===== src/rtl/serial_subtractor.sv =====
// -----------------------------------------------------------------------------
// serial_subtractor
//
// Bit-serial two's-complement subtractor: diff = (a - b - bin) mod 2^WIDTH.
// One bit is processed per clock, LSB first. A single borrow flop carries
// the arithmetic state between bits. The operand side and the result side
// each use a valid/ready handshake, and only one operation is in flight.
//
// Ports
//   clk        in   clock, all state updates on the rising edge
//   rst        in   synchronous reset, active-high, overrides everything
//   in_valid   in   operands presented
//   in_ready   out  unit can accept operands (IDLE only)
//   a          in   [WIDTH-1:0] minuend
//   b          in   [WIDTH-1:0] subtrahend
//   bin        in   borrow in
//   out_valid  out  result valid (DONE only)
//   out_ready  in   consumer accepts result
//   diff       out  [WIDTH-1:0] (a - b - bin) mod 2^WIDTH
//   bout       out  borrow out, 1 when a < b + bin (unsigned)
//   zero       out  diff == 0 (bout ignored)
//   ovf        out  signed overflow, present only with SERIAL_SUB_OVF_EN
//
// Configuration macro: SERIAL_SUB_OVF_EN adds the ovf port and its flop.
//
// Latency: accept on edge T, bits on edges T+1..T+WIDTH, out_valid high
// from edge T+WIDTH. Result registers only change on entry to DONE, so they
// never expose partial RUN values and hold after the handshake.
// -----------------------------------------------------------------------------
module serial_subtractor #(
  parameter int WIDTH = 4
) (
  input  logic             clk,
  input  logic             rst,
  input  logic             in_valid,
  output logic             in_ready,
  input  logic [WIDTH-1:0] a,
  input  logic [WIDTH-1:0] b,
  input  logic             bin,
  output logic             out_valid,
  input  logic             out_ready,
  output logic [WIDTH-1:0] diff,
  output logic             bout,
  output logic             zero
`ifdef SERIAL_SUB_OVF_EN
  ,
  output logic             ovf
`endif
);

  // Bit counter must hold 0..WIDTH-1; keep at least one bit for WIDTH = 2.
  localparam int CW = (WIDTH > 2) ? $clog2(WIDTH) : 1;

  typedef enum logic [1:0] {
    IDLE = 2'd0,
    RUN  = 2'd1,
    DONE = 2'd2
  } state_e;

  state_e           state_q;
  logic [WIDTH-1:0] a_q;
  logic [WIDTH-1:0] b_q;
  logic [WIDTH-1:0] res_q;
  logic             br_q;
  logic [CW-1:0]    cnt_q;
  logic [WIDTH-1:0] diff_q;
  logic             bout_q;
  logic             zero_q;
`ifdef SERIAL_SUB_OVF_EN
  logic             ovf_q;
`endif

  // Per-bit full-subtractor slice and next working result.
  logic             a_bit;
  logic             b_bit;
  logic             d_bit;
  logic             br_d;
  logic [WIDTH-1:0] res_d;
  logic             last_bit;

  // NOTE: every signal assigned in this block gets a value on every path,
  // so no latch is inferred.
  always_comb begin
    a_bit    = a_q[0];
    b_bit    = b_q[0];
    d_bit    = a_bit ^ b_bit ^ br_q;
    br_d     = (~a_bit & b_bit) | (~a_bit & br_q) | (b_bit & br_q);
    res_d    = {d_bit, res_q[WIDTH-1:1]};
    last_bit = (cnt_q == CW'(WIDTH - 1));
  end

  // NOTE: reset is tested first inside the clocked block, so it wins over
  // every handshake and discards any operation in flight; all state uses
  // non-blocking assignments so every register sees pre-edge values.
  always_ff @(posedge clk) begin
    if (rst) begin
      state_q <= IDLE;
      a_q     <= '0;
      b_q     <= '0;
      res_q   <= '0;
      br_q    <= 1'b0;
      cnt_q   <= '0;
      diff_q  <= '0;
      bout_q  <= 1'b0;
      zero_q  <= 1'b0;
`ifdef SERIAL_SUB_OVF_EN
      ovf_q   <= 1'b0;
`endif
    end else begin
      case (state_q)
        IDLE: begin
          if (in_valid) begin
            a_q     <= a;
            b_q     <= b;
            br_q    <= bin;
            cnt_q   <= '0;
            // res_q needs no clear: WIDTH shifts overwrite every bit.
            state_q <= RUN;
          end
        end

        RUN: begin
          a_q   <= a_q >> 1;
          b_q   <= b_q >> 1;
          br_q  <= br_d;
          res_q <= res_d;
          cnt_q <= cnt_q + CW'(1);
          if (last_bit) begin
            diff_q  <= res_d;
            bout_q  <= br_d;
            zero_q  <= (res_d == '0);
`ifdef SERIAL_SUB_OVF_EN
            // On the MSB step br_q is the borrow into the MSB and br_d the
            // borrow out of it; they differ exactly on signed overflow.
            ovf_q   <= br_q ^ br_d;
`endif
            state_q <= DONE;
          end
        end

        DONE: begin
          if (out_ready) begin
            state_q <= IDLE;
          end
        end

        default: state_q <= IDLE;
      endcase
    end
  end

  // Handshake flags are pure decodes of the state register.
  assign in_ready  = (state_q == IDLE);
  assign out_valid = (state_q == DONE);
  assign diff      = diff_q;
  assign bout      = bout_q;
  assign zero      = zero_q;
`ifdef SERIAL_SUB_OVF_EN
  assign ovf       = ovf_q;
`endif

endmodule

===== config.mk =====
export PLATFORM = sky130hd
export DESIGN_NAME = serial_subtractor
export DESIGN_NICKNAME = d
export VERILOG_FILES = /design/src/rtl/serial_subtractor.sv
export SDC_FILE = /design/constraint.sdc
export NUM_CORES = 1
export LEC_CHECK = 0
export CAP_MARGIN = 20
export CORE_MARGIN = 5
export CORE_UTILIZATION = 44
export CTS_BUF_LIST = sky130_fd_sc_hd__clkbuf_16
export DETAILED_ROUTE_END_ITERATION = 10
export GPL_ROUTABILITY_DRIVEN = 0
export PLACE_DENSITY = 0.72
export SLEW_MARGIN = 20
export SYNTH_ARGS = -nofsm -noshare
export SYNTH_HDL_FRONTEND = slang
export SYNTH_SLANG_ARGS = --single-unit

===== constraint.sdc =====
create_clock -name clk -period 1.4 [get_ports clk]
set_input_delay 0.14 -clock clk [delete_from_list [all_inputs] [get_ports clk]]
set_output_delay 0.14 -clock clk [all_outputs]
set_load 0.02 [all_outputs]

Yosys cells after proc, flatten, opt, wreduce, memory -nomap -nowiden
Cells that the tools add are included.

word-level totals
  register bits after elaboration = 23
  logic and storage cells = 42
  input port bits = 13

cells by class
  bitwise gates (word level) = 8
  reductions and logical operators = 6
  equal/unequal tests = 6
  add/subtract/negate cells = 1
  multiplexer cells = 12

operators by type and width
  cell                                                                     number
  4-bit case mux with 2 select lines                                       2
  2-bit two-way mux                                                        4
  4-bit two-way mux                                                        2
  2-bit case mux with 3 select lines                                       1
  2-bit == test, second input constant                                     2
  4-bit zero test                                                          1
  2-bit inequality test, second input constant                             2
  2-bit case mux with 2 select lines                                       1
  2-bit AND reduction                                                      2
  1-bit AND                                                                3
  3-bit AND reduction                                                      1
  2-bit by 1-bit adder with 2-bit output, second input constant            1
  2-bit by 1-bit == test with 1-bit output, second input constant          1
  2-bit zero test                                                          1
  2-bit by 1-bit inequality test with 1-bit output, second input constant  1
  1-bit bitwise OR                                                         2
  1-bit case mux with 2 select lines                                       1
  2-bit nonzero test                                                       1
  1-bit XOR                                                                2
  1-bit two-way mux                                                        1
  1-bit inverter                                                           1

Logic depth before layout (Yosys ltp)
  word-level depth = 5
  gate-level depth with buffers = 5

Worst setup path after synthesis
OpenSTA, ideal clock, no wires.

  path type = register to register
  start point = register a_q[0]
  end point = register zero_q (netlist: zero)
  library setup time = 0.071 ns
  stages on the path, launching flop included = 6
  arrival = 1.387 ns
  setup slack = -0.058 ns
  required time = 1.329 ns
  cells stage by stage = dfxtp_1 inv_1 fa_1 nor4b_1 nand3_1 a21oi_1

between the ends
  word-level cells in the longest chain between the ends = 3

ends and longest elaborated chain
  what                    line  text
  from (decl)             61    logic [WIDTH-1:0] a_q;
  from (signal assigned)  123   a_q <= a_q >> 1;
  1-bit XOR (2 in a row)  86    d_bit = a_bit ^ b_bit ^ br_q;
  4-bit zero test         131   zero_q <= (res_d == '0);
  to (signal assigned)    131
  to (decl)               68    logic zero_q;

No other way between the ends.
A chain may end at the register's enable or synchronous reset.

Worst setup path after layout
  start point = register zero_q (netlist: zero)
  end point = output port zero

RTL lines
  what       line  text
  to (decl)  44    output logic zero

No word-level cell between the ends.

==> metrics.md <==
| Metric | Value |
|---|---|
| First-pass GRT wire length | 4.23 mm |
| Worst R2R Path Depth | 4 |
| Clk slew on worst S/H paths | 0.06 ns |
| # IOs | 21 |
| First DRT Iteration DRCs | 16 |
| Via/cell ratio | 5.25 |
| RSZ-0062 raised after global routing | true |
| Starting Density | 46.0% |
| Peak supply drop | 0.805 mV |
| Endpoints failing hold | 0 |
| # diodes | 0 |
| Wire length per cell | 14.4 um |
| WHS | 0.456 ns |
| Number of buffers added on ports | 20 |
| Slowest CP cell | clkdlybuf4s50_1 |
| Total power divided by cell area | 1220 nW/um^2 |
| Clk root buf | clkbuf_16 |
| Post-synthesis sequential area ratio | 43.2% |
| CTS buffer count | 3 |
| Avg Inst Size Synth | 9.18 um^2 |
| CP bufs+invs | 1 |
| Cell variety after synth | 29 |
| Core Region | 2210 um^2 |
| Synth warn | 0 |
| FF+latch count, synth | 22 |
| Clk_lat worst skew | 0.25 ns |
| Status | complete, no violations |
| Min cycle time layout | 1.39 ns |
| H-tree level count | 1 |
| # Max-Cap Violations | 0 |
| Worst slew margin | 72.4% |
| Max clock buf depth | 2 |
| CP peak stage delay | 0.65 ns |
| Router iterations before antenna repair | 4 |
| Largest net degree at the start of global routing | 16 |
| Clock Power Share | 46.1% |
| Hold Crit Class | reg2reg |
| Top-area cell type share of the netlist area | 43.2% |
| Layout Skew | 0.00324 ns |
| Die width | 58.1 um |
| Row Count | 17 |
| Die height | 58.1 um |
| Synth Instances | 111 |
| DRC Markers | 0 |
| Critical Path AT | 1.25 ns |
| Filler cells | 187 |
| Seq pwr share | 39.7% |
| Critical path peak fanout | 2 |
| Post-Route WL | 2.43 mm |
| R2r endpoint | zero |
| Die area | 3380 um^2 |
| Vias in the first global route | 917 |
| Pleak | 0.000575 uW |
| Delay-heaviest family, CP | buffers and inverters |
| Net Sw Frac | 21.4% |
| Met1 usage | 22.9% |
| Crit path launch type | flop |
| Worst r2r src | br_q |
| Post-Syn Area | 1020 um^2 |
| TritonCTS clock tree | yes |
| Met3 usage | 2.67% |
| Setup violators final | 0 |
| Cell-internal power | 1370 uW |
| Max Transition Viols Final | 0 |
| Overall Global Routing Usage | 16.1% |
| WHS Endpoint | bout |
| GRT busiest layer | met2 |
| WP data required | 1.26 ns |
| Layout net count | 156 |
| Least-Margin Pin Slew | 0.409 ns |
| Initial antenna violation count | 0 |
| Area Growth Syn to Fin | 40.4% |
| Crit end category | output port |
| CP cell instances | clkdlybuf4s50_1 |
| Total negative slack | 0 ns |
| R2r setup slk | 0.02 ns |
| Overflow after GRT | 0 |
| HPWL Detailed | 1.71 mm |
| Post-route ant nets | 0 |
| NetSw | 372 uW |
| Mapped Nets | 126 |
| Fmax | 721 MHz |
| Post-CTS setup buffers | 0 |
| Comb power frac | 14.2% |
| Ratio of cells with drive above 1 in the final layout | 25.0% |
| Most area-consuming cells after synthesis | dfxtp_1, a21oi_1, nor2_1 |
| Fin util | 64.6% |
| Cts hold-fix bufs | 0 |
| Tcrit/Tclk final | 99.0% |
| Worst min-delay path startpoint | bout |
| Critical path type | reg2out |
| Cells on Worst Hold Path | 2 |
| GR Util met2 | 23.1% |
| Cell taking the most area after synthesis | dfxtp_1 |
| CTS sink cnt | 22 |
| DR vias | 882 |
sequential cells by signal (all words and copies together), names as in the netlist:
name     flops
state_q      2
b_q          4
a_q          4
res_q        3
zero         1
br_q         1
bout         1
cnt_q        2
diff         4
how the worst max path moves through the flow:
stage / from / endpoint / slack (ns) / cells after the start
after CTS: br_q / zero / 0.007 / 4
after detailed placement: in_valid / b_q[1] / -0.05 / 5
after global routing: a_q[0] / zero / -0.04 / 5
after global placement: in_valid / a_q[0] / -0.03 / 4
after floorplan: br_q / zero / 0.05 / 4
final: zero / zero / 0.01 / 1
metal layers:
| metal | vias up | wire (um) |
|---|---|---|
| met2 | 14 | 1130 |
| met4 | 0 | 33 |
| met1 | 415 | 1200 |
| met5 | - | 0 |
| met3 | 4 | 63 |
| li1 | 449 | - |
kinds of logic after synthesis:
group | synth area share (%)
DFF | 43.2
muxes | 4.91
adders and majority gates | 3.19
buffers and inverters | 6.76
and+or+nand+nor | 22.0
AOI/OAI and AO/OA | 19.9
synthesized netlist by cell type, drive strengths merged:
| library cell | count |
|---|---|
| mux2i | 5 |
| o221a | 2 |
| a22oi | 1 |
| nor2 | 14 |
| a211oi | 1 |
| a32oi | 2 |
| a21oi | 14 |
| clkbuf | 2 |
| o21bai | 1 |
| a311oi | 1 |
| nand2b | 2 |
| nor4b | 2 |
| o22ai | 4 |
| nor3 | 5 |
| buf | 5 |
| nand2 | 6 |
| dfxtp | 22 |
| or3b | 4 |
| nand3b | 1 |
| ha | 1 |
| or2 | 4 |
| nor2b | 2 |
| fa | 1 |
| inv | 6 |
| a2111oi | 1 |
| nand3 | 2 |
what timing repair did:
action,CTS,global route
pin swaps,1,0
setup endpoints to repair,3,3
gates resized for setup,3,7
gates cloned,0,0
cell usage in the layout (no fill, tap or decap), types with 2 or more instances in the layout:
master / Yosys / final
dfxtp_1: 22 / 19
clkdlybuf4s50_1: 0 / 18
nor2_1: 14 / 14
a21oi_1: 13 / 12
buf_4: 3 / 12
nand2_1: 6 / 6
mux2i_1: 5 / 5
inv_1: 6 / 5
nor3_1: 5 / 5
or2_2: 4 / 4
or3b_1: 4 / 4
o22ai_1: 4 / 4
dfxtp_2: 0 / 3
clkbuf_16: 0 / 3
nor2b_1: 2 / 2
o221a_2: 2 / 2
a32oi_1: 2 / 2
a21oi_2: 1 / 2
nand3_1: 2 / 2
dlygate4sd2_1: 0 / 2
power by group through the flow:
stage | Sequential, uW | Combinational (uW) | Clock (uW)
2_1_floorplan | 693 | 137 | 0
3_3_place_gp | 697 | 225 | 0
3_5_place_dp | 699 | 230 | 0
4_1_cts | 687 | 232 | 804
5_1_grt | 695 | 268 | 839
6_report | 691 | 247 | 801
through the flow:
step | instances | area (um^2) | worst slack, ns | total power, uW
after floorplan | 111 | 1020 | 0.0467 | 830
after global placement | 164 | 1300 | -0.0257 | 922
after detailed placement | 164 | 1300 | -0.0532 | 929
after CTS | 168 | 1410 | 0.00749 | 1720
after global routing | 168 | 1430 | -0.0400 | 1800
final | 168 | 1430 | 0.0135 | 1740
final cells by class:
type                    count  area, um^2  share of cell area [%]
well taps                  28        35.0                    2.45
multi-input cells          76         536                    37.4
inverters                   6        22.5                    1.57
repair buffers             32         288                    20.1
clock buffers               3        75.1                    5.25
clock inverters             1        30.0                    2.10
flip-flops and latches     22         444                    31.1
(Power assumes the default switching activity.)
